[config.mk]
export PLATFORM = sky130hd
export DESIGN_NAME = mem_lsu
export DESIGN_NICKNAME = d
export VERILOG_FILES = /design/src/rtl/mem_lsu.sv
export SDC_FILE = /design/constraint.sdc
export NUM_CORES = 1
export LEC_CHECK = 0
export BUFFER_PORTS_ARGS = -buffer_cell sky130_fd_sc_hd__buf_4
export CAP_MARGIN = 5
export CORE_AREA = 2 2 236 238
export CTS_BUF_LIST = sky130_fd_sc_hd__clkbuf_8
export DETAILED_ROUTE_END_ITERATION = 8
export DIE_AREA = 0 0 238 240
export PLACE_DENSITY = 0.37
export SLEW_MARGIN = 40
export SYNTH_ARGS = -nofsm -noshare
export SYNTH_HDL_FRONTEND = slang
export SYNTH_SLANG_ARGS = --single-unit
[constraint.sdc]
create_clock -name clk -period 2.1 [get_ports clk]
set_input_delay 0.105 -clock clk [delete_from_list [all_inputs] [get_ports clk]]
set_output_delay 0.105 -clock clk [all_outputs]
set_load 0.02 [all_outputs]
[src/rtl/mem_lsu.sv]
// rtl/mem_lsu.sv - Load/store unit for the MEM stage on a req/gnt/rvalid bus
//
// Replaces the pass-through MEM stage. Non-memory instructions flow through
// combinationally. Loads and stores drive one bus transaction and stall the
// pipeline until it completes. Misaligned or illegal accesses never reach the bus.
//
// Ports:
//   clk, rst           clock, asynchronous active-high reset
//   valid_i .. wdata_i MEM-stage access request (load/store, size code, address, data)
//   inst_addr_i/o, rd_waddr_i/o, rd_wdata_i/o, reg_wen_i/o   writeback pass-through
//   stall_o            hold the pipeline while an access is in flight
//   misalign_o         one-cycle pulse for a misaligned access
//   access_fault_o     one-cycle pulse for an illegal code, bus error or timeout
//   bus_*              memory bus: req/gnt handshake, rvalid/rdata/err response
module mem_lsu #(
  parameter int XLEN        = 64,
  parameter int ADDR_W      = 64,
  parameter int TIMEOUT_CYC = 255
) (
  input  logic                clk,
  input  logic                rst,
  input  logic                valid_i,
  input  logic                ren_i,
  input  logic                wen_i,
  input  logic [2:0]          funct3_i,
  input  logic [ADDR_W-1:0]   addr_i,
  input  logic [XLEN-1:0]     wdata_i,
  input  logic [63:0]         inst_addr_i,
  input  logic [4:0]          rd_waddr_i,
  input  logic [XLEN-1:0]     rd_wdata_i,
  input  logic                reg_wen_i,
  output logic [63:0]         inst_addr_o,
  output logic [4:0]          rd_waddr_o,
  output logic [XLEN-1:0]     rd_wdata_o,
  output logic                reg_wen_o,
  output logic                stall_o,
  output logic                misalign_o,
  output logic                access_fault_o,
  output logic                bus_req_o,
  output logic                bus_we_o,
  output logic [ADDR_W-1:0]   bus_addr_o,
  output logic [XLEN-1:0]     bus_wdata_o,
  output logic [XLEN/8-1:0]   bus_wstrb_o,
  input  logic                bus_gnt_i,
  input  logic                bus_rvalid_i,
  input  logic [XLEN-1:0]     bus_rdata_i,
  input  logic                bus_err_i
);

  localparam int NB   = XLEN / 8;
  localparam int OFFW = $clog2(NB);
  localparam int CW   = (TIMEOUT_CYC > 0) ? $clog2(TIMEOUT_CYC + 1) : 1;

  typedef enum logic [2:0] {S_IDLE, S_REQ, S_WAIT, S_RESP, S_FAULT} state_t;

  state_t          state, state_n;
  logic [CW-1:0]   cnt;
  logic [XLEN-1:0] rdata_q;
  logic            fault_mis;   // the pending FAULT is a misalignment, not an access fault
  logic            busy;

  logic            access, illegal, misaligned, timeout_hit;
  logic [2:0]      off;
  logic [5:0]      shamt;
  logic [3:0]      size_b;
  logic [15:0]     strb_full;
  logic [XLEN-1:0] lane, load_fmt;

  assign access = valid_i & (ren_i | wen_i);
  assign off    = 3'(addr_i[OFFW-1:0]);
  assign shamt  = {off, 3'b000};
  assign size_b = 4'd1 << funct3_i[1:0];

  assign illegal = (funct3_i == 3'b111) | (ren_i & wen_i) |
                   ((XLEN == 32) && (funct3_i == 3'b011 || funct3_i == 3'b110));

  always_comb begin
    misaligned = 1'b0;
    case (funct3_i[1:0])
      2'd0:    misaligned = 1'b0;
      2'd1:    misaligned = off[0];
      2'd2:    misaligned = |off[1:0];
      default: misaligned = |off;
    endcase
  end

  // Disabled (TIMEOUT_CYC = 0) means WAIT is unbounded.
  assign timeout_hit = (TIMEOUT_CYC != 0) && (cnt == CW'(TIMEOUT_CYC - 1));

  assign strb_full = ((16'd1 << size_b) - 16'd1) << off;

  // Load formatting works on the word latched in WAIT, since rdata is only valid there.
  assign lane = rdata_q >> shamt;
  always_comb begin
    load_fmt = lane;
    case (funct3_i)
      3'b000:  load_fmt = XLEN'($signed(lane[7:0]));
      3'b001:  load_fmt = XLEN'($signed(lane[15:0]));
      3'b010:  load_fmt = XLEN'($signed(lane[31:0]));
      3'b100:  load_fmt = XLEN'(lane[7:0]);
      3'b101:  load_fmt = XLEN'(lane[15:0]);
      3'b110:  load_fmt = XLEN'(lane[31:0]);
      default: load_fmt = lane;
    endcase
  end

  always_ff @(posedge clk or posedge rst) begin
    if (rst) begin
      state     <= S_IDLE;
      cnt       <= '0;
      rdata_q   <= '0;
      fault_mis <= 1'b0;
    end else begin
      state <= state_n;
      if (state == S_WAIT) cnt <= cnt + CW'(1);
      else                 cnt <= '0;
      if (state == S_WAIT && bus_rvalid_i) rdata_q <= bus_rdata_i;
      // Only IDLE can route a misalignment to FAULT; later faults see it cleared.
      if (state == S_IDLE) fault_mis <= misaligned & ~illegal;
    end
  end

  always_comb begin
    state_n        = state;
    busy           = 1'b0;
    bus_req_o      = 1'b0;
    misalign_o     = 1'b0;
    access_fault_o = 1'b0;
    reg_wen_o      = reg_wen_i;
    rd_wdata_o     = rd_wdata_i;
    case (state)
      S_IDLE: begin
        if (access) begin
          busy    = 1'b1;
          state_n = (illegal | misaligned) ? S_FAULT : S_REQ;
        end
      end
      S_REQ: begin
        busy      = 1'b1;
        bus_req_o = 1'b1;
        if (bus_gnt_i) state_n = S_WAIT;
      end
      S_WAIT: begin
        busy = 1'b1;
        if (bus_rvalid_i)     state_n = bus_err_i ? S_FAULT : S_RESP;
        else if (timeout_hit) state_n = S_FAULT;
      end
      S_RESP: begin
        if (ren_i) rd_wdata_o = load_fmt;
        state_n = S_IDLE;
      end
      S_FAULT: begin
        misalign_o     = fault_mis;
        access_fault_o = ~fault_mis;
        reg_wen_o      = 1'b0;
        state_n        = S_IDLE;
      end
      default: state_n = S_IDLE;
    endcase
  end

  // Reset forces stall low even while upstream still presents an access.
  assign stall_o = busy & ~rst;

  // Bus payload is only driven while requesting so the bus idles at zero.
  assign bus_we_o    = bus_req_o & wen_i;
  assign bus_addr_o  = bus_req_o ? {addr_i[ADDR_W-1:OFFW], {OFFW{1'b0}}} : '0;
  assign bus_wdata_o = bus_req_o ? (wdata_i << shamt) : '0;
  assign bus_wstrb_o = bus_req_o ? strb_full[NB-1:0] : '0;

  assign inst_addr_o = inst_addr_i;
  assign rd_waddr_o  = rd_waddr_i;

endmodule

### Word-level counts from Yosys, hierarchy flattened

Cells that the tools add are included.

| storage, ports and cells | value |
|---|---|
| flip-flop bits (word level) | 76 |
| bits of input ports | 337 |
| output and inout port bits | 275 |

| operators by class | value |
|---|---|
| add/subtract/negate cells | 2 |
| equal/unequal tests | 16 |
| shift operators | 5 |
| muxes and demuxes | 21 |
| bitwise operators | 11 |
| reductions and logical operators | 8 |

Operator list:

| cell | number |
|---|---|
| 64-bit case mux with 6 select lines | 1 |
| 64-bit 2-to-1 mux | 4 |
| 64-bit by 6-bit left shift with 64-bit output | 1 |
| 64-bit by 6-bit right shift with 64-bit output | 1 |
| 3-bit 2-to-1 mux | 6 |
| 8-bit 2-to-1 mux | 2 |
| 1-bit by 4-bit left shift with 16-bit output, first input constant | 1 |
| 16-bit by 3-bit left shift with 8-bit output | 1 |
| 16-bit by 1-bit subtractor with 16-bit output, second input constant | 1 |
| 3-bit == test, second input constant | 5 |
| 3-bit by 2-bit == test with 1-bit output, second input constant | 3 |
| 3-bit case mux with 3 select lines | 1 |
| 8-bit by 1-bit adder with 8-bit output, second input constant | 1 |
| 8-bit == test, second input constant | 1 |
| 3-bit by 1-bit == test with 1-bit output, second input constant | 2 |
| 3-bit logical NOT | 2 |
| 1-bit bitwise AND | 5 |
| 1-bit 2-to-1 mux | 5 |
| 2-bit != test, second input constant | 2 |
| 2-bit OR reduction | 2 |
| 1-bit by 2-bit left shift with 4-bit output, first input constant | 1 |
| 3-bit != test, second input constant | 1 |
| 1-bit inverter | 3 |
| 1-bit OR | 3 |
| 8 further kinds | 8 |

### Longest topological paths before layout

Gate-level depths: netlist of run 1.

| logic depth | value |
|---|---|
| word-level depth | 6 |
| depth in mapped cells | 9 |
| mapped depth without buffers | 6 |

### Worst setup path after synthesis of run 1

No wires, ideal clock.

| timing | value |
|---|---|
| path kind | in2out |
| start | input port rst |
| end | output port stall_o |
| arrival | 2.178 ns |
| required time | 1.995 ns |
| slack | -0.183 ns |
| stages | 2 |
| path buffers | 0 |
| cell sequence | inv_1 and3_1 |

| between the ends | value |
|---|---|
| longest elaborated chain between the ends | 2 |

Ends and longest elaborated chain:

| item | RTL line | text |
|---|---|---|
| start, declared | 21 | `input logic rst,` |
| 1-bit inverter | 163 | `assign stall_o = busy & ~rst;` |
| 1-bit bitwise AND | 163 |  |
| end, declared | 36 | `output logic stall_o,` |

No other way between the ends.

### Worst setup path after layout of run 1

| timing | value |
|---|---|
| start | register rdata_q[47] |
| end | output port rd_wdata_o[63] |

| between the ends | value |
|---|---|
| longest elaborated chain between the ends | 4 |

Ends and longest elaborated chain:

| item | RTL line | text |
|---|---|---|
| start, declared | 58 | `logic [XLEN-1:0] rdata_q;` |
| start signal, assigned | 117 | `if (state == S_WAIT && bus_rvalid_i) rdata_q <= bus_rdata_i;` |
| 64-bit by 6-bit right shift with 64-bit output | 93 | `assign lane = rdata_q >> shamt;` |
| 64-bit case mux with 6 select lines | 96 | `case (funct3_i)` |
| 64-bit 2-to-1 mux | 149 | `if (ren_i) rd_wdata_o = load_fmt;` |
| 64-bit 2-to-1 mux | 131 | `case (state)` |
| end, declared | 34 | `output logic [XLEN-1:0] rd_wdata_o,` |

No other way between the ends.

==> results.md, run 1 <==
* DP HPWL at 47.6 mm
* Crit path top cell by count: buf_6
* Post-synth EDFFs at 0
* Max Freq at 0.382 GHz
* Sequential area share after synthesis at 0.220
* DRC Markers at 0
* Initial antenna violation count at 20
* Req. time, crit path at 2000 ps
* First-pass GRT wire length at 75.9 mm
* Ys Warns at 0
* Clock sink count at 76
* Worst VDD drop at 0.000385 V
* P per Cell Area at 782 nW/um2
* Synth area leader: dfrtp_1
* Final hold slack at 40.6 ps
* Dominant cells by area after synthesis: dfrtp_1 22%, mux2_2 13%, mux2i_1 11%
* Async SR Flop Fraction at 1.00
* Final antenna-violating net count at 0
* Crit path kind: reg -> out
* Slew HR at 0.588
* H-tree levels at 3
* Via-per-instance ratio at 4.42
* Fin nets at 1,906
* Static leakage at 6.83 nW
* Wire per inst at 25.2 um
* GRT Residual Overflow at 0
* Final setup viols at 57
* Most frequent cells in the layout: 523 x buf_4, 133 x nor2_1, 96 x mux2_2
* Slowest cell on crit path: mux4_2
* Full die area at 57,100 um2
* Vias in the first global route at 9,618
* Clk slew on worst S/H paths at 100 ps
* CP peak stage delay at 510 ps
* Setup TNS at -24,480 ps
* Mapped Area at 8650 um2
* Initial Utilization at 0.158
* Synth top area share at 0.220
* Crit. End Element: primary output
* Final WL at 57.4 mm
* Crit path max fanout at 10
* Most common cell after layout, fill and taps aside: buf_4
* Setup WS pre-CTS at -111 ps
* Fillers at 5,944
* Total track usage at 0.190
* Final worst-path cycle share at 1.25
* Setup ws final at -517 ps
* Failing checks: setup timing
* Core Box Area at 54,700 um2
* Root buf cell: clkbuf_8
* Initial DRC Count at 754
* TritonRoute pass-1 iters at 6
* Row Count at 86
* Fin util at 0.275
* GPL Wtd Cong at 0.806
* TritonCTS clock tree: built
* Crit path DAT at 2510 ps
* Clock Tree Buf Depth at 2
* Post-synthesis cell count at 1,037
* RSZ-0062 raised after global routing: yes
* HP Class: in -> reg
* TritonCTS Buffers at 9
* MaxCap Viol Count at 0
* Die height at 240 um
* Final Hold Viols at 0
* Clk Latency, worst-skew pair at 380 ps
* CP Launch Type: flop
* Period minus WS final at 2620 ps
* Footprint of the multi-input gates at 6290 um2
* Worst-margin pin slew at 611 ps
* Clock skew at 14.8 ps
* Die width at 238 um
* Seq cells post-synth at 76
* Syn Area/Cell at 8.34 um2
* Seq. cell area at 1910 um2
* Tot Pwr at 11.8 mW
* Max Slew Vio Count at 0
* Count of cell types in the netlist at 48
* Worst-path cell chain: mux2i_2 -> mux4_2 -> nor3_4 -> buf_6 -> a311oi_4 -> buf_12 -> buf_6 -> a31oi_1 -> buf_4
* Main synth FF type: dfrtp_1
* Count of input and output buffers at 470
* Status: complete, but fails checks
* Total number of vias at 10,100
* Largest net degree at the start of global routing at 83
* Synthesis-to-layout area growth at 74.0%
* Layout cells sized above 1 at 0.541
* # IOs at 612
[per-layer routing]
layer  vias to the layer above  global-route usage  routed length [um]
met2                       426               0.275               24600
met1                      4872               0.281               27500
met3                       122              0.0355                3700
met5                         -                   0                  86
met4                        14              0.0563                1540
li1                       4646                   -                   -
[state kept, by name (all words and copies together), names as in the netlist]
name	flops
cnt	8
state	3
fault_mis	1
rdata_q	64
[report_power, final]
| part | switching, mW | internal [mW] |
|---|---|---|
| registers | 0.748 | 2.12 |
| clock network | 0.679 | 0.509 |
| logic | 3.89 | 3.82 |
| total | 5.32 | 6.45 |
[synthesized netlist by cell type (2+ instances only)]
cell and count:
ha_1 2, nor3_1 5, buf_1 10, buf_6 5
and3_1 6, inv_1 11, nand2_1 100, a31oi_1 15
mux2i_1 97, buf_4 77, a31oi_2 32, o21ai_0 76
nor2_1 135, mux4_2 21, a21oi_1 25, buf_2 16
mux2_2 97, and2_1 71, o22a_1 16, nand3_1 16
a21oi_2 9, nor4_1 2, o22ai_1 9, dfrtp_1 76
nor2b_1 21, a32oi_1 2, or3_1 2, clkbuf_1 48
xor2_1 5, nand2b_1 10, a211oi_1 3
[kinds of logic after synthesis]
logic type                 Yosys count  synth area share
and+or+nand+nor                    371             0.199
muxes                              216             0.295
AOI/OAI and AO/OA                  197             0.164
buffers and inverters              168             0.113
DFF                                 76             0.220
xor gates and xnor gates             6           0.00607
adders and majority gates            2           0.00289
other                                1          0.000433
[through the flow]
stage | instances | instance area, um2
global placement | 2164 | 13200
global route | 2279 | 15100
CTS | 2265 | 14400
finish | 2279 | 15100
detailed placement | 2164 | 13200
floorplan | 1039 | 8660
[final cells by class]
class | count | share of cell area
diodes | 3 | 0.000499
clock buffers | 11 | 0.0101
clock inverters | 5 | 0.00266
inverters | 12 | 0.00407
multi-input cells | 795 | 0.418
flip-flops and latches | 76 | 0.127
well taps | 704 | 0.0585
repair buffers | 673 | 0.380
[critical path: cells and delay by family, from the launching register on]
family / cells / cell delay (ps)
multiplexers: 2 / 610
AO/OA/AOI/OAI: 2 / 220
AND/OR/NAND/NOR: 1 / 260
buffers and inverters: 4 / 620
flip-flops: 1 / 420
[worst paths after layout]
check / end / cells after the start / start / slack [ps]
max: rd_wdata_o[63] / 9 / rdata_q[47] / -520
min: fault_mis / 4 / wen_i / 40
max reg2reg: rdata_q[47] / 7 / state[0] / 190
min reg2reg: rdata_q[5] / 1 / rdata_q[5] / 520
max in group asynchronous: rdata_q[45] / 4 / rst / 1050
min in group asynchronous: rdata_q[35] / 3 / rst / 320
[timing repair]
item / CTS / global route
endpoints found under the setup margin: 114 / 143
setup buffers: 17 / 13
pin swaps: 4 / 24
gates resized for setup: 60 / 120
gates cloned: 3 / 1
hold buffers: 66 / 0
endpoints found under the hold margin: 82 / 0
Power figures use the tool's default switching activity.
==> run 2, diff against run 1 <==
==> constraint.sdc (replaced) <==
create_clock -name clk -period 2.3 [get_ports clk]
set_input_delay 0.115 -clock clk [delete_from_list [all_inputs] [get_ports clk]]
set_output_delay 0.115 -clock clk [all_outputs]
set_load 0.02 [all_outputs]
==> run 2 against run 1 <==
Effect of this change:
- non-clock buffer count shrank 43
- the run still ends with setup timing left
- first-iteration DRC count shrank 18%
- via count shrank 1.3%
- clock skew shrank 2.4 ps
- sequential share of layout area grew 0.35 points
- die area is the same
- largest cell class unchanged
==> results.md, run 2 (same netlist as run 1, synthesis figures left out) <==
* CP Launch Type: flop
* Clk slew on worst S/H paths at 90 ps
* # IOs at 612
* Initial DRC Count at 618
* First-pass GRT wire length at 76.7 mm
* Slew HR at 0.468
* Comb pwr share at 0.631
* Static leakage at 6.60 nW
* Count of input and output buffers at 470
* Req. time, crit path at 2180 ps
* Largest registers: rdata_q (64), cnt (8), state (3)
* Via-per-instance ratio at 4.45
* Die height at 240 um
* Crit path kind: reg -> out
* Setup TNS at -14,590 ps
* Failing checks: setup timing
* Synthesis-to-layout area growth at 68.9%
* Wire per inst at 25.6 um
* Row Count at 86
* H-tree levels at 3
* Clock sink count at 76
* TritonCTS clock tree: built
* Design area at 14,600 um2
* Max Freq at 0.381 GHz
* Fin nets at 1,863
* Clk Latency, worst-skew pair at 380 ps
* Worst VDD drop at 0.000362 V
* Layout cells sized above 1 at 0.508
* RSZ-0062 raised after global routing: yes
* Placed cell area at 12,900 um2
* Final worst-path cycle share at 1.14
* Top reg by flops: rdata_q
* TritonRoute pass-1 iters at 5
* Most common cell after layout, fill and taps aside: buf_4
* Status: complete, but fails checks
* Total number of vias at 9,946
* Clock skew at 12.4 ps
* Sw Pwr at 4.65 mW
* GRT Residual Overflow at 0
* Worst-margin pin slew at 799 ps
* Max reg flops at 64
* DP HPWL at 47.6 mm
* HP Class: in -> reg
* Sw frac at 0.454
* Most frequent cells in the layout: 488 x buf_4, 134 x nor2_1, 99 x nand2_1
* GRT busiest layer: met2
* TritonCTS Buffers at 9
* Core Box Area at 54,700 um2
* DRC Markers at 0
* MaxCap Viol Count at 0
* Setup ws final at -324 ps
* Root buf cell: clkbuf_8
* Vias in the first global route at 9,783
* Pint at 5.58 mW
* Met3 Usage GRT at 0.0378
* Crit. End Element: primary output
* Full die area at 57,100 um2
* Largest net degree at the start of global routing at 83
* Setup WS pre-CTS at 11.5 ps
* Flop pwr share at 0.257
* Crit path DAT at 2510 ps
* Placed insts at 2,134
* Final Hold Viols at 0
* Met1 Track Usage GR at 0.276
* GPL Wtd Cong at 0.842
* Clock power share at 0.111
* Final antenna-violating net count at 0
* Fillers at 5,895
* P per Cell Area at 700 nW/um2
* Max Slew Vio Count at 0
* Final setup viols at 56
* Initial Utilization at 0.158
* Initial antenna violation count at 21
* Die width at 238 um
* Met2 GRT Util at 0.289
* Crit path max fanout at 6
* Clock Tree Buf Depth at 2
* Period minus WS final at 2620 ps
* Final WL at 57.1 mm
* Total track usage at 0.190
* Non-filler cells, final at 2,234
## run 2: cell types whose count changed in the layout (fill, tap and decap cells not counted), sizes merged
cell | before | now
bufbuf | 1 | 0
clkinvlp | 1 | 3
diode | 3 | 1
inv | 13 | 15
clkinv | 3 | 0
bufinv | 0 | 1
buf | 605 | 564
clkbuf | 12 | 9
## run 2: per-layer routing
layer  routed length [um]  vias up
met3                 3470      120
met2                25500      392
met1                26900     4867
met4                 1120       16
met5                  111        -
li1                     -     4551
## run 2: metrics by stage
stage | utilization | total power, mW | hold WS, ps
global route | 0.267 | 10.8 | 53.1
CTS | 0.261 | 10.1 | 42.4
floorplan | - | 5.92 | 226
finish | 0.267 | 10.2 | 66.9
global placement | 0.236 | 8.56 | 230
detailed placement | 0.236 | 8.59 | 230
## run 2: worst paths after layout
kind                        startpoint              to  slack (ps)  cells past startpoint
hold reg to reg             rdata_q[5]      rdata_q[5]         520                      1
max in group asynchronous          rst     rdata_q[53]        1450                      4
setup / recovery           rdata_q[47]  rd_wdata_o[41]        -320                      9
setup reg to reg              state[2]     rdata_q[40]         310                      7
hold / removal               bus_err_i        state[1]          70                      3
min in group asynchronous          rst     rdata_q[16]         480                      4
## run 2: final cells by class
type	count	area [um2]	area share
multi-input cells	795	6230	0.426
repair buffers	630	5350	0.366
flip-flops and latches	76	1900	0.130
well taps	704	881	0.0603
clock buffers	9	124	0.00848
clock inverters	7	80.1	0.00548
inverters	12	48.8	0.00334
diodes	1	2.50	0.000171
## run 2: power groups by stage
stage	clock network (mW)	registers, mW	logic, mW
2_1_floorplan	0	2.31	3.61
3_3_place_gp	0	2.61	5.95
3_5_place_dp	0	2.62	5.97
4_1_cts	1.18	2.59	6.35
5_1_grt	1.24	2.69	6.90
6_report	1.14	2.63	6.46
## run 2: critical path: stages (launching register included)
cell and delay [ps]:
dfrtp_1 400, mux2i_1 100, mux4_2 520, nor3_4 250
a311oi_4 80, buf_12 170, buf_12 140, buf_12 150
a31oi_4 160, buf_6 140
## run 2: what timing repair did
| action | CTS | global route |
|---|---|---|
| pin swaps | 18 | 15 |
| buffers inserted | 8 | 9 |
| hold buffers | 66 | 0 |
| cloned | 1 | 0 |
| hold endpoints to repair | 141 | 0 |
| gates resized for setup | 75 | 62 |
| setup endpoints to repair | 78 | 74 |
==> run 3, diff against run 2 <==
--- a/config.mk
+++ b/config.mk
@@ -7,11 +7,11 @@
 export LEC_CHECK = 0
 export BUFFER_PORTS_ARGS = -buffer_cell sky130_fd_sc_hd__buf_4
 export CAP_MARGIN = 5
-export CORE_AREA = 2 2 236 238
+export CORE_AREA = 2 2 240 242
 export CTS_BUF_LIST = sky130_fd_sc_hd__clkbuf_8
 export DETAILED_ROUTE_END_ITERATION = 8
-export DIE_AREA = 0 0 238 240
-export PLACE_DENSITY = 0.37
+export DIE_AREA = 0 0 242 244
+export PLACE_DENSITY = 0.35
 export SLEW_MARGIN = 40
 export SYNTH_ARGS = -nofsm -noshare
 export SYNTH_HDL_FRONTEND = slang
==> constraint.sdc (replaced) <==
create_clock -name clk -period 2.55 [get_ports clk]
set_input_delay 0.1275 -clock clk [delete_from_list [all_inputs] [get_ports clk]]
set_output_delay 0.1275 -clock clk [all_outputs]
set_load 0.02 [all_outputs]
==> run 3 against run 2 <==
Effect of this change:
- the flow still finishes with violations (setup timing)
- clock power down 6%
- non-clock buffer count down 27
- utilization down 1.2 points
- total power down 10%
- die area up 3.4%
- first-iteration DRC count down 4.9%
- final cell count up 1.3%
- setup slack better by 300 ps
- global-route usage down 0.28 points
- clock-buffer cell count up 1
==> results.md, run 3 (same netlist as run 1, synthesis figures left out) <==
* Fin nets at 1,836
* Non-filler cells, final at 2,262
* Final Hold Viols at 0
* Reg2reg start: state[2]
* Clock sink count at 76
* Core Box Area at 56,200 um2
* Slew HR at 0.590
* RSZ-0062 raised after global routing: yes
* Max Slew Vio Count at 0
* Static leakage at 6.43 nW
* Vias in the first global route at 9,649
* Top reg by flops: rdata_q
* Largest net degree at the start of global routing at 83
* R2R cell count at 5
* Via-per-instance ratio at 4.32
* Total track usage at 0.187
* HP Class: in -> reg
* Full die area at 59,000 um2
* Max Freq at 0.389 GHz
* Count of input and output buffers at 470
* Root buf cell: clkbuf_8
* GRT Residual Overflow at 0
* Crit. End Element: primary output
* Final WL at 58.0 mm
* Clk slew on worst S/H paths at 100 ps
* Hold Startpoint: bus_rdata_i[63]
* Crit path max fanout at 8
* Total number of vias at 9,769
* Wire per inst at 25.6 um
* Setup WS pre-CTS at 172 ps
* MaxCap Viol Count at 0
* Hold path depth at 3
* Clock Tree Buf Depth at 2
* H-tree levels at 3
* Final setup viols at 12
* Initial antenna violation count at 19
* Setup ws final at -20.6 ps
* Die width at 242 um
* CP Launch Type: flop
* TritonCTS Buffers at 9
* Worst r2r dst: rdata_q[52]
* Placed insts at 2,162
* TritonCTS clock tree: built
* Crit path DAT at 2440 ps
* Final antenna-violating net count at 0
* # IOs at 612
* Worst Hold End: rdata_q[63]
* P per Cell Area at 642 nW/um2
* Synthesis-to-layout area growth at 65.7%
* Max reg flops at 64
* Crit path kind: reg -> out
* Most frequent cells in the layout: 491 x buf_4, 133 x nor2_1, 100 x nand2_1
* Req. time, crit path at 2420 ps
* Final worst-path cycle share at 1.01
* Clock skew at 13.3 ps
* TritonRoute pass-1 iters at 5
* Layout cells sized above 1 at 0.494
* GPL Wtd Cong at 1.01
* Most common cell after layout, fill and taps aside: buf_4
* First-pass GRT wire length at 78.6 mm
* Die height at 244 um
* Worst-margin pin slew at 613 ps
* DP HPWL at 48.0 mm
* Reg2Reg Setup Slack at 750 ps
* Failing checks: setup timing
* DRC Markers at 0
* Worst VDD drop at 0.000251 V
* Initial DRC Count at 588
* Status: complete, but fails checks
* Largest registers: rdata_q (64), cnt (8), state (3)
* Row Count at 87
* Initial Utilization at 0.154
* Period minus WS final at 2570 ps
* Clk Latency, worst-skew pair at 380 ps
## run 3: cell count changes in the layout (fill, tap and decap cells not counted), sizes merged
cell	change
clkinvlp	-3
dlygate4sd3	-1
diode	+3
clkbuf	+3
buf	-28
inv	-3
clkinv	+5
## run 3: cell type report
type                    instances  area (um2)
fillers                      6263       41800
well taps                     756         946
diodes                          4        10.0
inverters                      12        46.3
multi-input cells             795        6140
clock buffers                  10         138
flip-flops and latches         76        1900
repair buffers                603        5080
clock inverters                 6        72.6
## run 3: routing by layer
metal,up-vias,wire length (um),GRT usage
li1,4499,-,-
met1,4785,27400,0.266
met2,372,25100,0.279
met3,103,3950,0.0457
met4,10,1480,0.0528
met5,-,58,0
## run 3: metrics by stage
step / hold slack, ps / TNS, ps / util / cell area, um2 / power [mW]
finish: 17.0 / -129 / 0.255 / 14300 / 9.20
global route: 17.3 / -3380 / 0.255 / 14300 / 9.73
CTS: 9.09 / -1360 / 0.251 / 14100 / 9.19
detailed placement: 255 / 0 / 0.227 / 12800 / 7.69
global placement: 255 / 0 / 0.227 / 12800 / 7.69
floorplan: 239 / 0 / - / 8660 / 5.34
## run 3: timing repair
action                     CTS  global route
buffers inserted             9             1
hold buffers                65             0
pin swaps                    8             4
hold endpoints to repair   140             0
resized for setup           52            31
cloned                       4             1
setup endpoints to repair   58            67
## run 3: worst max-delay path, cell delays in order (launching register included)
cell	delay (ps)
dfrtp_1	420
mux2i_2	100
mux4_2	510
nor3_4	260
a311oi_4	80
buf_12	180
buf_16	160
a31oi_2	180
buf_4	170
## run 3: how the worst max path moves through the flow
stage	from	end	slack, ps	cells after the start
2_1_floorplan	rst	stall_o	220	2
3_3_place_gp	state[0]	bus_wstrb_o[6]	170	8
3_5_place_dp	state[0]	bus_wstrb_o[6]	170	8
4_1_cts	rdata_q[47]	rd_wdata_o[38]	-60	8
5_1_grt	rdata_q[15]	rd_wdata_o[38]	-100	8
6_report	rdata_q[47]	rd_wdata_o[38]	-20	8
## run 3: power by group
part	internal [mW]	switching (mW)
logic	2.72	2.96
registers	1.74	0.709
clock network	0.491	0.575
